==> src/rtl/xgmii_rx_decoder_if.sv <==
// Frame-word bus from the XGMII receive decoder: one strobed 64-bit word with sop/eop/mod/err tags.
// The producer drives every field; there is no ready, so the consumer must take each strobed word.
interface xgmii_rx_decoder_if;
    logic        Pkt_valid;
    logic [63:0] Pkt_data;
    logic        Pkt_sop;
    logic        Pkt_eop;
    logic [2:0]  Pkt_mod;
    logic        Pkt_err;

    modport master (
        output Pkt_valid, Pkt_data, Pkt_sop, Pkt_eop, Pkt_mod, Pkt_err
    );

    modport slave (
        input Pkt_valid, Pkt_data, Pkt_sop, Pkt_eop, Pkt_mod, Pkt_err
    );
endinterface

==> src/rtl/xgmii_rx_decoder.sv <==
// XGMII receive framer: strips Start/preamble, tags words sop/eop/mod/err; stats built only with XGMII_RX_DECODER_STAT_EN.
// Latency 2 cycles from input sample to Pkt_*; no backpressure, Pkt_valid is a pure strobe.
module xgmii_rx_decoder #(
    parameter int MAX_LEN_WORDS = 255
) (
    input  logic                 Xgmii_rxclk,
    input  logic                 Rst_rx_n,
    input  logic [63:0]          Xgmii_rxd,
    input  logic [7:0]           Xgmii_rxc,
    input  logic                 CntClr,
    xgmii_rx_decoder_if.master   pkt,
    output logic [31:0]          Frm_cnt,
    output logic [15:0]          Err_cnt
);
    localparam int CW = $clog2(MAX_LEN_WORDS + 1);
    localparam logic [CW-1:0] MAX_CNT = CW'(MAX_LEN_WORDS);

    localparam logic [1:0] IDLE = 2'd0;
    localparam logic [1:0] DATA = 2'd1;
    localparam logic [1:0] DROP = 2'd2;

    logic [63:0]   s0_d_q;
    logic [7:0]    s0_c_q;
    logic [1:0]    state_q,    state_d;
    logic [CW-1:0] cnt_q,      cnt_d;
    logic [63:0]   hold_dat_q, hold_dat_d;
    logic          hold_vld_q, hold_vld_d;
    logic          hold_sop_q, hold_sop_d;
    logic          hold_eop_q, hold_eop_d;
    logic [2:0]    hold_mod_q, hold_mod_d;
    logic          pkt_vld_q,  pkt_vld_d;
    logic [63:0]   pkt_dat_q,  pkt_dat_d;
    logic          pkt_sop_q,  pkt_sop_d;
    logic          pkt_eop_q,  pkt_eop_d;
    logic [2:0]    pkt_mod_q,  pkt_mod_d;
    logic          pkt_err_q,  pkt_err_d;
    logic          lost_q,     lost_d;

    logic [2:0]    first_idx;
    logic          is_start, is_term, has_term;
    logic          emit, emit_eop, emit_err;
    logic [2:0]    emit_mod;

    // Lowest control lane decides the word's meaning; anything but FD there is an error.
    always_comb begin
        first_idx = 3'd0;
        has_term  = 1'b0;
        for (int i = 7; i >= 0; i--) begin
            if (s0_c_q[i]) begin
                first_idx = 3'(i);
            end
        end
        for (int i = 0; i < 8; i++) begin
            if (s0_c_q[i] && (s0_d_q[8*i +: 8] == 8'hFD)) begin
                has_term = 1'b1;
            end
        end
        is_term  = (|s0_c_q) && (s0_d_q[8*first_idx +: 8] == 8'hFD);
        is_start = (s0_c_q == 8'h01) && (s0_d_q[7:0] == 8'hFB);
    end

    always_comb begin
        state_d    = state_q;
        cnt_d      = cnt_q;
        hold_dat_d = hold_dat_q;
        hold_vld_d = hold_vld_q;
        hold_sop_d = hold_sop_q;
        hold_eop_d = hold_eop_q;
        hold_mod_d = hold_mod_q;
        emit       = 1'b0;
        emit_eop   = 1'b0;
        emit_err   = 1'b0;
        emit_mod   = 3'd0;
        lost_d     = 1'b0;

        // A word held with a pending eop is flushed on the cycle after its Terminate.
        if (hold_eop_q) begin
            emit       = 1'b1;
            emit_eop   = 1'b1;
            emit_mod   = hold_mod_q;
            hold_vld_d = 1'b0;
            hold_eop_d = 1'b0;
        end

        case (state_q)
            IDLE: begin
                if (is_start) begin
                    state_d = DATA;
                    cnt_d   = '0;
                end
            end
            DATA: begin
                if (s0_c_q == 8'h00) begin
                    if (cnt_q == MAX_CNT) begin
                        emit       = 1'b1;
                        emit_eop   = 1'b1;
                        emit_err   = 1'b1;
                        emit_mod   = 3'd7;
                        hold_vld_d = 1'b0;
                        state_d    = DROP;
                    end else begin
                        emit       = hold_vld_q;
                        hold_dat_d = s0_d_q;
                        hold_vld_d = 1'b1;
                        hold_sop_d = (cnt_q == '0);
                        cnt_d      = cnt_q + 1'b1;
                    end
                end else if (is_term && (first_idx == 3'd0)) begin
                    state_d    = IDLE;
                    emit       = hold_vld_q;
                    emit_eop   = 1'b1;
                    emit_mod   = 3'd7;
                    hold_vld_d = 1'b0;
                    lost_d     = ~hold_vld_q;
                end else if (is_term) begin
                    state_d = IDLE;
                    if (cnt_q == MAX_CNT) begin
                        emit       = 1'b1;
                        emit_eop   = 1'b1;
                        emit_err   = 1'b1;
                        emit_mod   = 3'd7;
                        hold_vld_d = 1'b0;
                    end else begin
                        emit       = hold_vld_q;
                        hold_dat_d = s0_d_q;
                        hold_vld_d = 1'b1;
                        hold_sop_d = (cnt_q == '0);
                        hold_eop_d = 1'b1;
                        hold_mod_d = first_idx - 3'd1;
                        cnt_d      = cnt_q + 1'b1;
                    end
                end else begin
                    state_d    = IDLE;
                    emit       = hold_vld_q;
                    emit_eop   = 1'b1;
                    emit_err   = 1'b1;
                    emit_mod   = 3'd7;
                    hold_vld_d = 1'b0;
                    lost_d     = ~hold_vld_q;
                end
            end
            DROP: begin
                if (has_term || (s0_c_q == 8'hFF)) begin
                    state_d = IDLE;
                end
            end
            default: state_d = IDLE;
        endcase

        pkt_vld_d = emit;
        pkt_dat_d = emit ? hold_dat_q : 64'd0;
        pkt_sop_d = emit & hold_sop_q;
        pkt_eop_d = emit & emit_eop;
        pkt_mod_d = emit ? emit_mod : 3'd0;
        pkt_err_d = emit & emit_err;
    end

    always_ff @(posedge Xgmii_rxclk or negedge Rst_rx_n) begin
        if (!Rst_rx_n) begin
            s0_d_q     <= '0;
            s0_c_q     <= '0;
            state_q    <= IDLE;
            cnt_q      <= '0;
            hold_dat_q <= '0;
            hold_vld_q <= 1'b0;
            hold_sop_q <= 1'b0;
            hold_eop_q <= 1'b0;
            hold_mod_q <= '0;
            pkt_vld_q  <= 1'b0;
            pkt_dat_q  <= '0;
            pkt_sop_q  <= 1'b0;
            pkt_eop_q  <= 1'b0;
            pkt_mod_q  <= '0;
            pkt_err_q  <= 1'b0;
            lost_q     <= 1'b0;
        end else begin
            s0_d_q     <= Xgmii_rxd;
            s0_c_q     <= Xgmii_rxc;
            state_q    <= state_d;
            cnt_q      <= cnt_d;
            hold_dat_q <= hold_dat_d;
            hold_vld_q <= hold_vld_d;
            hold_sop_q <= hold_sop_d;
            hold_eop_q <= hold_eop_d;
            hold_mod_q <= hold_mod_d;
            pkt_vld_q  <= pkt_vld_d;
            pkt_dat_q  <= pkt_dat_d;
            pkt_sop_q  <= pkt_sop_d;
            pkt_eop_q  <= pkt_eop_d;
            pkt_mod_q  <= pkt_mod_d;
            pkt_err_q  <= pkt_err_d;
            lost_q     <= lost_d;
        end
    end

    assign pkt.Pkt_valid = pkt_vld_q;
    assign pkt.Pkt_data  = pkt_dat_q;
    assign pkt.Pkt_sop   = pkt_sop_q;
    assign pkt.Pkt_eop   = pkt_eop_q;
    assign pkt.Pkt_mod   = pkt_mod_q;
    assign pkt.Pkt_err   = pkt_err_q;

`ifdef XGMII_RX_DECODER_STAT_EN
    logic [31:0] frm_cnt_q, frm_cnt_d;
    logic [15:0] err_cnt_q, err_cnt_d;

    // Counters follow the registered eop by one cycle so CntClr seen alongside Pkt_eop wins.
    always_comb begin
        frm_cnt_d = frm_cnt_q;
        err_cnt_d = err_cnt_q;
        if (CntClr) begin
            frm_cnt_d = '0;
            err_cnt_d = '0;
        end else begin
            if (pkt_vld_q && pkt_eop_q && !pkt_err_q && !(&frm_cnt_q)) begin
                frm_cnt_d = frm_cnt_q + 32'd1;
            end
            if (((pkt_vld_q && pkt_eop_q && pkt_err_q) || lost_q) && !(&err_cnt_q)) begin
                err_cnt_d = err_cnt_q + 16'd1;
            end
        end
    end

    always_ff @(posedge Xgmii_rxclk or negedge Rst_rx_n) begin
        if (!Rst_rx_n) begin
            frm_cnt_q <= '0;
            err_cnt_q <= '0;
        end else begin
            frm_cnt_q <= frm_cnt_d;
            err_cnt_q <= err_cnt_d;
        end
    end

    assign Frm_cnt = frm_cnt_q;
    assign Err_cnt = err_cnt_q;
`else
    logic unused_stat;
    assign unused_stat = ^{CntClr, lost_q};
    assign Frm_cnt     = '0;
    assign Err_cnt     = '0;
`endif
endmodule

==> src/flat_wrapper.sv <==
// flat-port wrapper written by rule: the top's interface ports become plain ports
module xgmii_rx_decoder_flat 
#(
    parameter int MAX_LEN_WORDS = 255
)
  (Xgmii_rxclk, Rst_rx_n, Xgmii_rxd, Xgmii_rxc, CntClr, Frm_cnt, Err_cnt, pkt_Pkt_valid, pkt_Pkt_data, pkt_Pkt_sop, pkt_Pkt_eop, pkt_Pkt_mod, pkt_Pkt_err);
  xgmii_rx_decoder_if pkt_i ();
  input  logic Xgmii_rxclk;
  input  logic Rst_rx_n;
  input  logic [63:0] Xgmii_rxd;
  input  logic [7:0] Xgmii_rxc;
  input  logic CntClr;
  output logic [31:0] Frm_cnt;
  output logic [15:0] Err_cnt;
  output wire logic [$bits(pkt_i.Pkt_valid)-1:0] pkt_Pkt_valid;
  output wire logic [$bits(pkt_i.Pkt_data)-1:0] pkt_Pkt_data;
  output wire logic [$bits(pkt_i.Pkt_sop)-1:0] pkt_Pkt_sop;
  output wire logic [$bits(pkt_i.Pkt_eop)-1:0] pkt_Pkt_eop;
  output wire logic [$bits(pkt_i.Pkt_mod)-1:0] pkt_Pkt_mod;
  output wire logic [$bits(pkt_i.Pkt_err)-1:0] pkt_Pkt_err;
  assign pkt_Pkt_valid = pkt_i.Pkt_valid;
  assign pkt_Pkt_data = pkt_i.Pkt_data;
  assign pkt_Pkt_sop = pkt_i.Pkt_sop;
  assign pkt_Pkt_eop = pkt_i.Pkt_eop;
  assign pkt_Pkt_mod = pkt_i.Pkt_mod;
  assign pkt_Pkt_err = pkt_i.Pkt_err;
  xgmii_rx_decoder #(.MAX_LEN_WORDS(MAX_LEN_WORDS)) u_core (.Xgmii_rxclk(Xgmii_rxclk), .Rst_rx_n(Rst_rx_n), .Xgmii_rxd(Xgmii_rxd), .Xgmii_rxc(Xgmii_rxc), .CntClr(CntClr), .pkt(pkt_i), .Frm_cnt(Frm_cnt), .Err_cnt(Err_cnt));
endmodule
==> config.mk <==
export PLATFORM = sky130hd
export DESIGN_NAME = xgmii_rx_decoder_flat
export DESIGN_NICKNAME = d
export VERILOG_FILES = /design/src/rtl/xgmii_rx_decoder_if.sv /design/src/rtl/xgmii_rx_decoder.sv /design/src/flat_wrapper.sv
export SDC_FILE = /design/constraint.sdc
export NUM_CORES = 1
export LEC_CHECK = 0
export ABC_AREA = 1
export CORE_ASPECT_RATIO = 0.7
export CORE_MARGIN = 1
export CORE_UTILIZATION = 54
export DETAILED_ROUTE_END_ITERATION = 10
export PLACE_DENSITY = 0.85
export SLEW_MARGIN = 20
export SYNTH_ARGS = -nofsm -noshare
export SYNTH_HDL_FRONTEND = slang
export SYNTH_SLANG_ARGS = --single-unit
==> constraint.sdc <==
create_clock -name Xgmii_rxclk -period 3.5 [get_ports Xgmii_rxclk]
set_input_delay 0.525 -clock Xgmii_rxclk [delete_from_list [all_inputs] [get_ports Xgmii_rxclk]]
set_output_delay 0.525 -clock Xgmii_rxclk [all_outputs]
set_load 0.05 [all_outputs]
==> qor.txt <==
Cell Area, Synth -> 8374 um2
Clk pin slew, worst setup/hold paths -> 0.07 ns
Via count -> 5610
Top Layer Used -> met4
Rows -> 37
Crit path from -> u_core.s0_c_q[4]
Leak -> 4.830 nW
CTS hold repair buffers -> 0
FF-to-FF path depth -> 13
Worst reg-to-reg setup slack -> 0.80 ns
Seq. cell area -> 5580 um2
Antenna Cells -> 0
Final setup viols -> 0
Worst-case vdd ir drop -> 0.4359 mV
Post-route DRC -> 0
Area contributors post-synth -> dfrtp_1 (67%), nand2_1 (6.9%), buf_4 (4.6%)
Met3 wire length -> 1.501 mm
CTS Buf Count -> 22
Asr flop ratio synth -> 100.0%
Final Util -> 70.58%
CTS tree -> yes
Status -> finished, violations left
Reg2reg start -> u_core.s0_c_q[4]
DIE AREA -> 16020 um2
Initial core utilization -> 56.18%
Vias in the first global route -> 5386
Final critical path time including I/O delays and setup -> 2.699 ns
Wire per inst -> 14.70 um
Final max-slew violation count -> 0
Pwr Density -> 510.4 nW/um2
TritonCTS sink count -> 223
Final Instance Area -> 10520 um2
Failing checks -> hold timing
Gr usage total -> 22.00%
Crit path required time -> 3.85 ns
Post-synth EDFFs -> 0
Fin. Hold Viols -> 7
Critical Path AT -> 3.05 ns
PnR worst setup slack -> 0.8014 ns
Register area share after synthesis -> 66.64%
Yosys reg bits -> 223
Metal2 WL -> 7.728 mm
Core Region -> 14910 um2
Multi-input gate area -> 2037 um2
Period Utilization, post-route -> 77.10%
I/O pin count -> 194
I/O Buffers -> 144
Die Width -> 150.8 um
Ys Warns -> 0
Initial antenna violation count -> 0
Post_cts resized -> 0
Hold Crit Class -> primary input to asynchronous set/reset pin
Syn avg cell area -> 10.43 um2
Overall power -> 5.370 mW
Yosys top cell area share -> 66.64%
Latest clock arrival within the worst-skew pair -> 0.50 ns
Max FO, Critical Path -> 34
Main synth FF type -> dfrtp_1
Worst Tran Pin Value -> 1.086 ns
WHS -> -0.01206 ns
RSZ-0062 raised after global routing -> no
Critical path endpoint category -> flop
Setup Crit Path Kind -> flop to flop
Place WS -> 0.8551 ns
Commonest cells in the netlist -> dfrtp_1 (223), nand2_1 (155), inv_1 (101)
Count leader, synth -> dfrtp_1
Setup Buffers After CTS -> 0
Routed WL -> 17.07 mm
Peak Freq -> 370.6 MHz
Post-route ant nets -> 0
Fillers -> 1048
Global route total overflow -> 0
Max-cap violations -> 0
Share of cells above drive strength 1 -> 6.832%
Post-DP Area -> 9768 um2
Largest net degree at the start of global routing -> 131
CP Launch Type -> flop
Routability cong. -> 0.8694
Initial drt markers -> 332
Post-synthesis cell count -> 803
Met1 wire length -> 7.499 mm
Max-slew headroom -> 27.33%
Via density per instance -> 4.832
Setup TNS -> 0 ns
Cell taking the most area after synthesis -> dfrtp_1
HPWL after DPL -> 11.26 mm
Final Net Count -> 1032
Root Buffer -> clkbuf_16
H-tree levels -> 1
First-pass GRT wire length -> 26.86 mm
Die Ht -> 106.2 um
Synth unique cells -> 32
Synth-to-Final Area Change -> 25.64%
Worst-case clock buffer depth -> 3
Worst clock skew -> 0.01889 ns
DRT Pass-1 Iters -> 5
-- per-stage QoR --
stage | hold slack (ns) | cells
final | -0.01206 | 1161
after global placement | 0.4595 | 1124
after detailed placement | 0.4681 | 1124
after global routing | 0.02105 | 1161
after CTS | 0.01222 | 1161
after floorplan | 0.2294 | 850
-- where the power goes --
part           internal, mW  total [mW]  switching (mW)
logic                0.0915       0.299           0.207
clock network          1.47        2.42           0.957
registers              2.62        2.65          0.0280
total                  4.18        5.37            1.19
-- worst paths after layout --
| path | to |
|---|---|
| worst max-delay path | u_core.pkt.Pkt_data[21] |
| worst min-delay path | u_core.pkt.Pkt_data[44] |
| worst max register to register | u_core.pkt.Pkt_data[21] |
| worst min register to register | u_core.hold_dat_q[9] |
| max in group asynchronous | u_core.hold_dat_q[36] |
| min in group Xgmii_rxclk | u_core.s0_c_q[7] |
-- cells by family (layout without fill, tap and decap cells) --
| logic type | after synthesis | in the layout | synth area share, % |
|---|---|---|---|
| other | 1 | 48 | 0.04478 |
| DFF | 223 | 223 | 66.64 |
| adders and majority gates | 4 | 4 | 0.5977 |
| xor gates and xnor gates | 6 | 6 | 0.6275 |
| and+or+nand+nor | 310 | 310 | 15.72 |
| buffers and inverters | 176 | 292 | 11.24 |
| AOI/OAI and AO/OA | 83 | 83 | 5.140 |
-- layout make-up --
class	count	share of cell area (%)
clock buffer	28	5.839
clock inverter	9	1.320
sequential	223	53.04
inverter	106	3.782
tap	195	2.319
multi-input combinational	451	19.36
timing repair buffer	149	14.34
-- layer usage --
| layer | vias up | GRT usage (%) |
|---|---|---|
| met2 | 222 | 33.98 |
| met5 | - | 0 |
| li1 | 2674 | - |
| met4 | 0 | 5.500 |
| met1 | 2686 | 31.23 |
| met3 | 28 | 5.708 |
-- worst max-delay path, stage by stage (launching register included) --
cell and delay, ns:
dfrtp_1 0.41, nor2_2 0.14, nand3_2 0.14, nand3_2 0.15, clkinv_1 0.10, nand3_1 0.10
nand3_1 0.10, nand2_1 0.11, nor2_2 0.05, nand2_1 0.07, nand3_1 0.14, o21ai_4 0.43
buf_4 0.48, nor2_1 0.10
-- registers in the layout, summed over array words and instances, names as in the netlist --
signal                count
u_core.cnt_q              8
u_core.hold_dat_q        64
u_core.hold_eop_q         1
u_core.hold_mod_q         3
u_core.hold_sop_q         1
u_core.hold_vld_q         1
u_core.pkt.Pkt_data      64
u_core.pkt.Pkt_eop        1
u_core.pkt.Pkt_err        1
u_core.pkt.Pkt_mod        3
u_core.pkt.Pkt_sop        1
u_core.pkt.Pkt_valid      1
u_core.s0_c_q             8
u_core.s0_d_q            64
u_core.state_q            2
-- placed cells by master (no fill, tap or decap), types with 3 or more instances in the layout --
cell and n:
nand3_1 20, o21ai_0 27, inv_2 4, nor3_1 4
o21ai_1 44, nor2_2 11, a21oi_1 6, nor2_4 3
clkbuf_16 23, dfrtp_1 223, xor2_1 5, nand4_1 13
nor4_1 4, o22ai_1 3, clkbuf_1 3, clkinvlp_4 3
inv_1 101, clkdlybuf4s50_1 143, conb_1 48, bufinv_16 3
ha_1 4, nand2_1 155, buf_4 3, nand2_2 3
nor2_1 93
(Power assumes the default switching activity.)
==> patch, RTL diff (config.mk and constraints unchanged) <==
Take the reset off `hold_dat_q` and load it in a clocked block of its own.
--- a/src/rtl/xgmii_rx_decoder.sv
+++ b/src/rtl/xgmii_rx_decoder.sv
@@ -163,3 +163,2 @@
             cnt_q      <= '0;
-            hold_dat_q <= '0;
             hold_vld_q <= 1'b0;
@@ -180,3 +179,2 @@
             cnt_q      <= cnt_d;
-            hold_dat_q <= hold_dat_d;
             hold_vld_q <= hold_vld_d;
@@ -195,2 +193,6 @@
 
+    always_ff @(posedge Xgmii_rxclk) begin
+        hold_dat_q <= hold_dat_d;
+    end
+
     assign pkt.Pkt_valid = pkt_vld_q;
Behaviour: same outputs for any inputs over 4 cycles, from zero or initial values and one cycle with Rst_rx_n low; that may be too few to reach the edited logic, so the function may still have changed.
==> patch against the original RTL <==
Via count down 14%. Synthesized area down 2.6%. Clock skew down 0.0013 ns. Routed wire length down 13%. Setup slack better by 0.20 ns. Final area down 1.4%. Sequential cell count unchanged. Cell count down 11%. Non-clock buffer count up 2. Critical endpoint is now u_core.hold_dat_q[8]. Highest routed layer unchanged.
Power is not compared: it rests on default switching activity, and its combinational part moved more than twofold at a synthesized area within 25%.
==> patch: results (changes against the original RTL) <==
----------------------------------------------------
[Outcome]
  Outcome ... completed

[Routing]
  WL/cell ... 14.3 um (-2.5%)

[Logic synthesis]
  Number of distinct standard cells referenced by the synthesized netlist ... 36 (+13%)
  Cell types with the largest area share after synthesis ... dfrtp_1 49%, edfxtp_1 24%, inv_1 4.6%
  Most common library cells after synthesis ... 159 x dfrtp_1, 101 x inv_1, 89 x nand2_1
  Register area share after synthesis ... 72.3% (+5.7 points)
  Post-synth ARST share ... 71.3% (-29 points)
  Number of enable flip-flop cells after synthesis ... 64 (+64)

[Layout]
  Share of layout cells above drive strength 1 ... 9.82% (+3.0 points)
  Fraction of area in clock buffers and inverters ... 6.83% (-0.33 points)
  Non-clk buf share ... 14.5% (+0.19 points)
  Area used by multi-input combinational logic ... 0.00162 mm^2 (-21%)
  Number of flip-flops and latches ... 223 (unchanged)
  Number of clock buffers in the layout ... 30 (+7.1%)
  Multi-input gates ... 318 (-29%)
  Non-clock inverter count in the final layout ... 105 (-0.94%)
  Non-Clock Buffer Count ... 151 (+1.3%)

[Place]
  Final weighted congestion in routability-driven placement ... 0.851 (-2.1%)
  DP HPWL ... 10.1 mm (-10%)

[Worst setup path]
  Critical register-to-register path startpoint ... u_core.s0_c_q[6]
  Path depth of the worst reg2reg path ... 15 (+2)
  Endpoint of the lowest-slack register-to-register path ... u_core.hold_dat_q[8]

[STA]
  Worst Max-Slew Pin Slew ... 0.674 ns (-0.412 ns)
  Fin Clk Skew ... 0.0176 ns (-0.00129 ns)

[Global routing]
  Wire length of the first global-routing pass ... 23.5 mm (-12%)
  Tot GR Track Use ... 19.8% (-2.2 points)

----------------------------------------------------
## patch: cell count changes after synthesis, sizes merged, moves of 3 or more
cell and change:
o21ai -65, dfrtp -64, edfxtp +64, nand2 -62, buf -11, nand4 -10
nand3 +8, a21oi -4, clkbuf -3, nor2 -3
## patch: metal layers
metal | share of wire, % | vias to the layer above | track usage [%]
li1 | - | 2265 | -
met1 | 41 | 2357 | 24.9
met2 | 49 | 180 | 33.8
met3 | 8.0 | 27 | 5.50
met4 | 2.3 | 0 | 5.25
met5 | 0 | - | 0
## patch: worst max path at each step
stage,startpoint,end,slack (ns),cells after the start
after floorplan,u_core.s0_c_q[6],u_core.hold_dat_q[0],0.10,14
after global placement,u_core.s0_c_q[6],u_core.hold_dat_q[17],1.15,15
after detailed placement,u_core.s0_c_q[6],u_core.hold_dat_q[57],1.05,15
after CTS,u_core.s0_c_q[6],u_core.hold_dat_q[56],1.0,15
after global routing,u_core.s0_c_q[6],u_core.hold_dat_q[9],0.76,15
final,u_core.s0_c_q[6],u_core.hold_dat_q[8],1.00,15
## patch: per-stage QoR
| stage | hold WS, ns | cells | setup WS, ns | cell area (um^2) |
|---|---|---|---|---|
| detailed placement | 0.432 | 992 | 1.05 | 9660 |
| global route | 0.0724 | 1030 | 0.758 | 10400 |
| floorplan | 0.229 | 702 | 0.102 | 8340 |
| global placement | 0.428 | 992 | 1.15 | 9660 |
| finish | 0.0266 | 1030 | 1.00 | 10400 |
| CTS | 0.0487 | 1030 | 1.00 | 10400 |
## patch: kinds of logic after synthesis
group	synth area share, %
XOR/XNOR	0.537
flip-flops	72.3
AND/OR/NAND/NOR	15.1
AO/OA/AOI/OAI	1.23
other	0.0460
buffers and inverters	10.2
adder cells (fa/ha/maj)	0.613
